<file path="config.mk">
export PLATFORM = sky130hd
export DESIGN_NAME = store_rmw_unit
export DESIGN_NICKNAME = d
export VERILOG_FILES = /design/src/rtl/store_pkg.sv /design/src/rtl/byte_lane_merge.sv /design/src/rtl/store_rmw_unit.sv
export SDC_FILE = /design/constraint.sdc
export NUM_CORES = 1
export LEC_CHECK = 0
export BUFFER_PORTS_ARGS = -buffer_cell sky130_fd_sc_hd__buf_2
export CAP_MARGIN = 25
export CORE_ASPECT_RATIO = 2
export CORE_MARGIN = 1
export CORE_UTILIZATION = 32
export DETAILED_ROUTE_END_ITERATION = 12
export HOLD_SLACK_MARGIN = 0.03
export SETUP_SLACK_MARGIN = 0.02
export SLEW_MARGIN = 20
export SYNTH_ARGS = -nofsm -noshare
export SYNTH_HDL_FRONTEND = slang
export SYNTH_SLANG_ARGS = --single-unit
</file>
<file path="constraint.sdc">
create_clock -name clk -period 6.2 [get_ports clk]
set_clock_uncertainty 0.05 [all_clocks]
set_input_delay 1.55 -clock clk [delete_from_list [all_inputs] [get_ports clk]]
set_output_delay 1.55 -clock clk [all_outputs]
set_load 0.02 [all_outputs]
</file>
<file path="src/rtl/store_pkg.sv">
// Shared types for the store read-modify-write unit: store size codes, sequencer states
// and the helper that turns a size code into a byte count.
// Latency: n/a (types and a pure function only).
// Backpressure: n/a.
package store_pkg;

  // Store size as encoded on req_size: each step halves the access width.
  typedef enum logic [1:0] {
    SZ_D = 2'd0,
    SZ_W = 2'd1,
    SZ_H = 2'd2,
    SZ_B = 2'd3
  } size_e;

  typedef enum logic [2:0] {
    IDLE,
    READ,
    WAIT,
    WRITE,
    DONE
  } state_e;

  // Bytes touched by a store of the given size: 8, 4, 2 or 1.
  function automatic logic [3:0] size_bytes(input size_e size);
    return 4'd8 >> size;
  endfunction

endpackage

</file>
<file path="src/rtl/byte_lane_merge.sv">
// Byte-lane merge: overlays nbytes of low-aligned store data onto an old word at byte offset off.
// Latency: combinational, zero cycles.
// Backpressure: none; output follows inputs.
// Ports: old_i (word read from memory), wdata_i (store data, byte 0 in lane 0),
//        off_i (byte offset of the store), nbytes_i (store width in bytes), merged_o (result).
module byte_lane_merge #(
  parameter  int DATA_W = 64,
  localparam int NB     = DATA_W / 8,
  localparam int OFFW   = $clog2(NB)
) (
  input  logic [DATA_W-1:0] old_i,
  input  logic [DATA_W-1:0] wdata_i,
  input  logic [OFFW-1:0]   off_i,
  input  logic [3:0]        nbytes_i,
  output logic [DATA_W-1:0] merged_o
);

  always_comb begin
    merged_o = old_i;
    for (int i = 0; i < NB; i++) begin
      // Lane i lies inside the store window: take store byte (i - off).
      if ((i >= int'(off_i)) && (i < int'(off_i) + int'(nbytes_i))) begin
        merged_o[8*i +: 8] = wdata_i[8*(i - int'(off_i)) +: 8];
      end
    end
  end

endmodule

</file>
<file path="src/rtl/store_rmw_unit.sv">
// Store sequencer: applies double/word/half/byte stores to a single-port memory via read-modify-write.
// Latency: misaligned done at T+1, full-width done at T+2, sub-word done at T+3+MEM_LAT.
// Backpressure: req_ready only while IDLE; one request in flight, one idle cycle between requests.
// Ports: clk/reset (sync, active-high); req_valid/req_ready/req_addr/req_size/req_wdata (store request);
//        mem_addr/mem_rd/mem_wr/mem_wdata/mem_rdata (memory port); done/misaligned (completion status).
module store_rmw_unit
  import store_pkg::*;
#(
  parameter int DATA_W  = 64,
  parameter int ADDR_W  = 64,
  parameter int MEM_LAT = 1
) (
  input  logic              clk,
  input  logic              reset,
  input  logic              req_valid,
  output logic              req_ready,
  input  logic [ADDR_W-1:0] req_addr,
  input  logic [1:0]        req_size,
  input  logic [DATA_W-1:0] req_wdata,
  output logic [ADDR_W-1:0] mem_addr,
  output logic              mem_rd,
  output logic              mem_wr,
  output logic [DATA_W-1:0] mem_wdata,
  input  logic [DATA_W-1:0] mem_rdata,
  output logic              done,
  output logic              misaligned
);

  localparam int NB    = DATA_W / 8;
  localparam int OFFW  = $clog2(NB);
  localparam int CNT_W = $clog2(MEM_LAT + 1);

  state_e            state_q;
  logic [OFFW-1:0]   off_q;
  logic [3:0]        nbytes_q;
  logic [DATA_W-1:0] wdata_q;
  logic [CNT_W-1:0]  cnt_q;

  logic [ADDR_W-1:0] word_addr_d;
  logic [OFFW-1:0]   off_d;
  logic [3:0]        nbytes_d;
  logic [OFFW-1:0]   size_mask_d;
  logic              misaligned_d;
  logic              full_d;
  logic [DATA_W-1:0] merged_d;

  assign word_addr_d  = {req_addr[ADDR_W-1:OFFW], {OFFW{1'b0}}};
  assign off_d        = req_addr[OFFW-1:0];
  assign nbytes_d     = size_bytes(size_e'(req_size));
  // Sizes are powers of two, so "off mod nbytes" is just the low bits under nbytes-1.
  assign size_mask_d  = OFFW'(nbytes_d - 4'd1);
  assign misaligned_d = |(off_d & size_mask_d);
  assign full_d       = ({28'd0, nbytes_d} == 32'(NB));

  // Merge reads mem_rdata directly; the result is registered into mem_wdata on the
  // edge that ends the last WAIT cycle, which is the read-data capture point.
  byte_lane_merge #(.DATA_W(DATA_W)) u_merge (
    .old_i    (mem_rdata),
    .wdata_i  (wdata_q),
    .off_i    (off_q),
    .nbytes_i (nbytes_q),
    .merged_o (merged_d)
  );

  always_ff @(posedge clk) begin
    if (reset) begin
      state_q    <= IDLE;
      req_ready  <= 1'b1;
      mem_rd     <= 1'b0;
      mem_wr     <= 1'b0;
      done       <= 1'b0;
      misaligned <= 1'b0;
      mem_addr   <= '0;
      mem_wdata  <= '0;
      off_q      <= '0;
      nbytes_q   <= '0;
      wdata_q    <= '0;
      cnt_q      <= '0;
    end else begin
      case (state_q)
        IDLE: begin
          if (req_valid && req_ready) begin
            req_ready <= 1'b0;
            mem_addr  <= word_addr_d;
            off_q     <= off_d;
            nbytes_q  <= nbytes_d;
            wdata_q   <= req_wdata;
            if (misaligned_d) begin
              // Rejected without any memory traffic.
              state_q    <= DONE;
              done       <= 1'b1;
              misaligned <= 1'b1;
            end else if (full_d) begin
              // Whole word replaced: nothing to preserve, skip the read.
              state_q   <= WRITE;
              mem_wr    <= 1'b1;
              mem_wdata <= req_wdata;
            end else begin
              state_q <= READ;
              mem_rd  <= 1'b1;
            end
          end
        end
        READ: begin
          mem_rd  <= 1'b0;
          cnt_q   <= CNT_W'(MEM_LAT - 1);
          state_q <= WAIT;
        end
        WAIT: begin
          if (cnt_q == '0) begin
            mem_wdata <= merged_d;
            mem_wr    <= 1'b1;
            state_q   <= WRITE;
          end else begin
            cnt_q <= cnt_q - 1'b1;
          end
        end
        WRITE: begin
          mem_wr  <= 1'b0;
          done    <= 1'b1;
          state_q <= DONE;
        end
        DONE: begin
          done       <= 1'b0;
          misaligned <= 1'b0;
          req_ready  <= 1'b1;
          state_q    <= IDLE;
        end
        default: begin
          state_q <= IDLE;
        end
      endcase
    end
  end

endmodule

</file>
==> flow_summary.json, run 1 <==
{
  "insertion_delay_ns": 0.54,
  "dp_hpwl_mm": 38.74,
  "gp_congestion": 0.9760,
  "top_usage_layer": "met2",
  "pre_cts_slack_ns": 1.868,
  "synthesis.area_um2": 11720,
  "powerDensity_nw_per_um2": 282.8,
  "cp-start-kind": "flip-flop",
  "grt_pass1_vias": 11830,
  "fillCellCount": 3665,
  "cts_setup_buffers": 0,
  "drtIter0Drc": 950,
  "use_met2_pct": 47.22,
  "r2r_cells": 8,
  "grt_util_met1_pct": 26.02,
  "tightest_slew_ns": 0.9762,
  "drv_slew": 0,
  "max_cap_viol_count": 0,
  "hold_depth": 2,
  "setup_tns_ns": 0,
  "synth-seq-area-share_pct": 34.85,
  "holdBufCountCts": 0,
  "endpoint_kind": "flip-flop",
  "hp-class": "reg -> reg",
  "status": "completed",
  "finalCritPeriodShare_pct": 61.83,
  "grt-ovfl-total": 0,
  "grt_pass1_wl_mm": 73.24,
  "wl_per_cell_um": 23.97,
  "synth.most_common_cell": "nand2_1",
  "synth_cells": 1373,
  "synthArstFlopShare_pct": 0,
  "final_nets": 1838,
  "synth_area_leader_cell": "dfxtp_1",
  "synthTopCellsByArea": "dfxtp_1, mux4_2, nand2_1",
  "grtUsageMet3_pct": 4.804,
  "drtAntennaViolNets": 0,
  "vias": 12070,
  "synth.distinct_cells": 73,
  "h-tree-depth": 1,
  "worstPathRequired_ns": 6.52,
  "p_leak_nw": 5.885,
  "dieArea_um2": 37440,
  "layout-drive-gt1-share_pct": 30.46,
  "antenna_found_initial": 7,
  "rsz0062_at_grt": "false",
  "clockRootBuffer": "clkbuf_16",
  "ys_ff_latch": 204,
  "cp_max_fo": 37,
  "numPlacedInstances": 2048,
  "fin_ws_ns": 2.367,
  "vias_per_cell": 5.756,
  "slew_headroom_pct": 34.68,
  "cts_tree": "yes",
  "routed_wl_mm": 50.25,
  "p_total_w": 0.004043,
  "coreArea_um2": 35930,
  "clock-sinks": 204,
  "cts_resized": 0,
  "hold_viol": 0,
  "synth_commonest_cells": "nand2_1, dfxtp_1, a21oi_1, clkbuf_1, mux4_2",
  "synthToLayoutAreaGrowth_pct": 21.99,
  "cp.arrival_ns": 4.16,
  "setup_viol_count_final": 0,
  "fp.dieW_um": 137.3,
  "num_rows": 98,
  "finalNonFillerCells": 2096,
  "grt_usage_pct": 26.53,
  "clock_path_buffers": 3,
  "fmax_mhz": 260.9,
  "path_clk_slew_ns": 0.07,
  "die_h_um": 272.6,
  "initial_core_util_pct": 32.62,
  "drc_errors": 0,
  "period_minus_slack_ns": 3.833,
  "first_pass_iters": 6,
  "grt_max_degree": 132,
  "syn_avg_cell_area_um2": 8.536,
  "synth-edff-count": 0,
  "ir_drop_mv": 0.2693,
  "cts_buffers": 22,
  "ios": 330,
  "yosysWarnings": 0,
  "port_buffers": 326,
  "synth.top_cell.area_share_pct": 34.85,
  "critical_path_class": "reg -> reg",
  "ys.flop_type": "dfxtp_1"
}
[cell type report]
type / count / area, µm² / share of cell area [%]
Multi-Input combinational cell: 1025 / 6982 / 48.83
Sequential cell: 204 / 4088 / 28.59
Timing Repair Buffer: 346 / 1817 / 12.71
Clock buffer: 27 / 609.3 / 4.262
Tap cell: 450 / 563.0 / 3.938
Clock inverter: 11 / 125.1 / 0.8751
Inverter: 25 / 93.84 / 0.6563
Antenna cell: 8 / 20.02 / 0.1400
[path summary, 6_finish.rpt]
check	start	to	slack, ns
worst min-delay path	mem_addr[6]	mem_addr[6]	0.40
worst max register to register	off_q[0]	mem_wdata[38]	2.37
worst max-delay path	off_q[0]	mem_wdata[38]	2.37
worst min register to register	mem_addr[6]	mem_addr[6]	0.40
[state kept, by name, indices dropped and copies added, names as in the netlist]
register	cells
mem_wdata	64
wdata_q	64
mem_addr	61
nbytes_q	4
off_q	3
state_q	3
done	1
mem_rd	1
mem_wr	1
misaligned	1
req_ready	1
[layout by cell type (no fill, tap or decap), types with 10 or more instances in the layout]
| cell | synthesis | routed |
|---|---|---|
| a211o_1 | 13 | 13 |
| a211oi_1 | 12 | 12 |
| a21oi_1 | 168 | 168 |
| a222oi_1 | 14 | 14 |
| a22oi_1 | 13 | 13 |
| a31oi_1 | 12 | 12 |
| and3_1 | 11 | 11 |
| buf_2 | 27 | 325 |
| buf_4 | 13 | 19 |
| clkbuf_16 | 0 | 22 |
| dfxtp_1 | 204 | 203 |
| ha_1 | 16 | 15 |
| inv_1 | 25 | 25 |
| mux2_2 | 31 | 31 |
| mux2i_1 | 43 | 43 |
| mux4_2 | 58 | 58 |
| nand2_1 | 321 | 321 |
| nand3_1 | 23 | 23 |
| nor2_1 | 50 | 50 |
| nor2b_1 | 13 | 13 |
| nor3_1 | 17 | 17 |
| o211ai_1 | 10 | 10 |
| o21ai_0 | 47 | 47 |
[stage by stage]
stage | hold WS [ns] | utilization, % | area, µm²
after detailed placement | 0.3940 | 37.60 | 13510
final | 0.4015 | 39.80 | 14300
after floorplan | 0.3856 | - | 11730
after CTS | 0.4025 | 39.64 | 14240
after global routing | 0.4187 | 39.79 | 14300
after global placement | 0.3894 | 37.57 | 13500
[worst max-delay path, cell delays in order, from the launching register on]
cell,delay [ns]
dfxtp_4,0.51
inv_1,0.07
buf_4,0.23
ha_2,0.98
buf_4,0.48
mux4_2,0.56
mux2_2,0.29
a31oi_1,0.29
a2111oi_0,0.16
[kinds of logic after synthesis]
group                    synth area share [%]
AO/OA/AOI/OAI                           21.44
buffers and inverters                   5.925
multiplexers                            17.89
adder cells (fa/ha/maj)                 1.879
other                                 0.03200
XOR/XNOR                              0.07474
AND/OR/NAND/NOR                         17.91
flip-flops                              34.85
[report_power, final]
group / switching (W) / internal, W
clock: 0.000591 / 0.000784
combinational: 0.000695 / 0.000426
sequential: 0.000127 / 0.00142
total: 0.00141 / 0.00263
[routing by layer]
layer,vias up,share of wire (%)
met4,0,9.5
met5,-,0
met1,5784,32
met3,189,6.6
li1,5495,-
met2,597,52
No activity file was read; power rests on OpenSTA's default activity.
==> inputs of run 2 (changes only) <==
==> constraint.sdc (replaced) <==
create_clock -name clk -period 3.9 [get_ports clk]
set_clock_uncertainty 0.05 [all_clocks]
set_input_delay 0.975 -clock clk [delete_from_list [all_inputs] [get_ports clk]]
set_output_delay 0.975 -clock clk [all_outputs]
set_load 0.02 [all_outputs]
==> flow_summary.json, run 2 (synthesis results as in run 1) <==
{
  "powerDensity_nw_per_um2": 441.9,
  "grt_pass1_wl_mm": 73.80,
  "synthToLayoutAreaGrowth_pct": 22.57,
  "vias_per_cell": 5.700,
  "gp_congestion": 1.007,
  "cts_buffers": 21,
  "hp-class": "reg -> reg",
  "coreArea_um2": 35930,
  "worst_path_max_delay_cell": "dfxtp_4",
  "drtIter0Drc": 960,
  "cp_max_fo": 25,
  "setup_tns_ns": 0,
  "cp.arrival_ns": 3.45,
  "cts_resized": 0,
  "port_buffers": 326,
  "holdBufCountCts": 0,
  "ir_drop_mv": 0.3853,
  "biggestRegsByFlops": "mem_wdata x64, wdata_q x64, mem_addr x61",
  "h-tree-depth": 1,
  "worstPathRequired_ns": 4.24,
  "final_common_cell": "buf_2",
  "cts_setup_buffers": 0,
  "path_clk_slew_ns": 0.07,
  "hold_viol": 0,
  "endpoint_kind": "flip-flop",
  "status": "completed",
  "slew_headroom_pct": 44.98,
  "setup_viol_count_final": 0,
  "grt_usage_pct": 26.87,
  "crit_chain": "ha_1 -> fa_1 -> or2_2 -> a21oi_1 -> a21boi_2 -> o21ai_0 -> a2111oi_0",
  "grt_pass1_vias": 11730,
  "num_rows": 98,
  "grt-ovfl-total": 0,
  "layout_common_cells": "buf_2, nand2_1, dfxtp_1",
  "pwr-share-seq_pct": 39.0,
  "initial_core_util_pct": 32.62,
  "tightest_slew_ns": 0.8166,
  "drtAntennaViolNets": 0,
  "finalCritPeriodShare_pct": 79.73,
  "holdWs_ns": 0.4016,
  "period_minus_slack_ns": 3.110,
  "r2r_cells": 7,
  "cpPeakStageDelay_ns": 0.56,
  "routed_wl_mm": 51.21,
  "fillCellCount": 3673,
  "critical_path_class": "reg -> reg",
  "drv_slew": 0,
  "cts_tree": "yes",
  "clock_path_buffers": 3,
  "antenna_found_initial": 5,
  "sw_frac_of_total_pct": 35.23,
  "fmax_mhz": 321.6,
  "clock-sinks": 204,
  "placed_cell_area_um2": 13670,
  "fp.dieW_um": 137.3,
  "max_cap_viol_count": 0,
  "layout-drive-gt1-share_pct": 31.16,
  "hold_depth": 2,
  "dieArea_um2": 37440,
  "multiInputGateArea_um2": 6958,
  "p_leak_nw": 5.955,
  "intPower_w": 0.004111,
  "dp_hpwl_mm": 39.41,
  "insertion_delay_ns": 0.53,
  "vias": 12030,
  "cp-start-kind": "flip-flop",
  "wl_per_cell_um": 24.27,
  "first_pass_iters": 8,
  "postLayoutCellArea_um2": 14370,
  "rsz0062_at_grt": "false",
  "ios": 330,
  "power_frac_clock_pct": 32.6,
  "final_nets": 1856,
  "drc_errors": 0,
  "pwr-share-comb_pct": 28.3,
  "switchingPower_w": 0.002236,
  "clockRootBuffer": "clkbuf_16",
  "regArea_um2": 4088,
  "grt_max_degree": 143,
  "die_h_um": 272.6
}
[run 2: metrics by stage]
stage	total power, W	instances	setup WS [ns]	util (%)
6_report	0.006348	2110	0.7904	39.98
5_1_grt	0.006588	2110	0.6864	39.98
4_1_cts	0.006357	2106	0.7968	39.96
3_5_place_dp	0.004289	2069	0.8547	38.04
3_3_place_gp	0.004266	2069	0.8864	38.04
2_1_floorplan	0.003602	1375	0.8252	-
[run 2: worst paths after layout]
check	slack, ns	to	startpoint
max	0.79	mem_wdata[38]	off_q[0]
min	0.40	mem_addr[40]	mem_addr[40]
max reg2reg	0.79	mem_wdata[38]	off_q[0]
min reg2reg	0.40	mem_addr[40]	mem_addr[40]
[run 2: area by class of cell]
type	instances	area share (%)
sequential	204	28.46
tap	450	3.920
timing repair buffer	365	13.67
inverter	25	0.6533
clock buffer	28	4.190
clock inverter	9	0.6010
antenna	4	0.06968
multi-input combinational	1025	48.44
[run 2: metal layers]
layer	global-route usage [%]	routed length, µm
met1	26.44	16900
met2	49.12	27200
met3	5.120	3192
met4	19.20	3900
met5	0	13
[run 2: power by group through the flow]
stage / clock (W) / sequential, W / combinational, W
finish: 0.00207 / 0.00248 / 0.00180
global route: 0.00218 / 0.00249 / 0.00192
CTS: 0.00211 / 0.00246 / 0.00178
detailed placement: 0 / 0.00251 / 0.00178
global placement: 0 / 0.00250 / 0.00176
floorplan: 0 / 0.00254 / 0.00106
[run 2: critical path, delay by kind of cell, from the launching register on]
kind                     cells  cell delay, ns
adder cells (fa/ha/maj)      2            0.78
AO/OA/AOI/OAI                4            1.21
flip-flops                   1            0.56
AND/OR/NAND/NOR              1            0.35
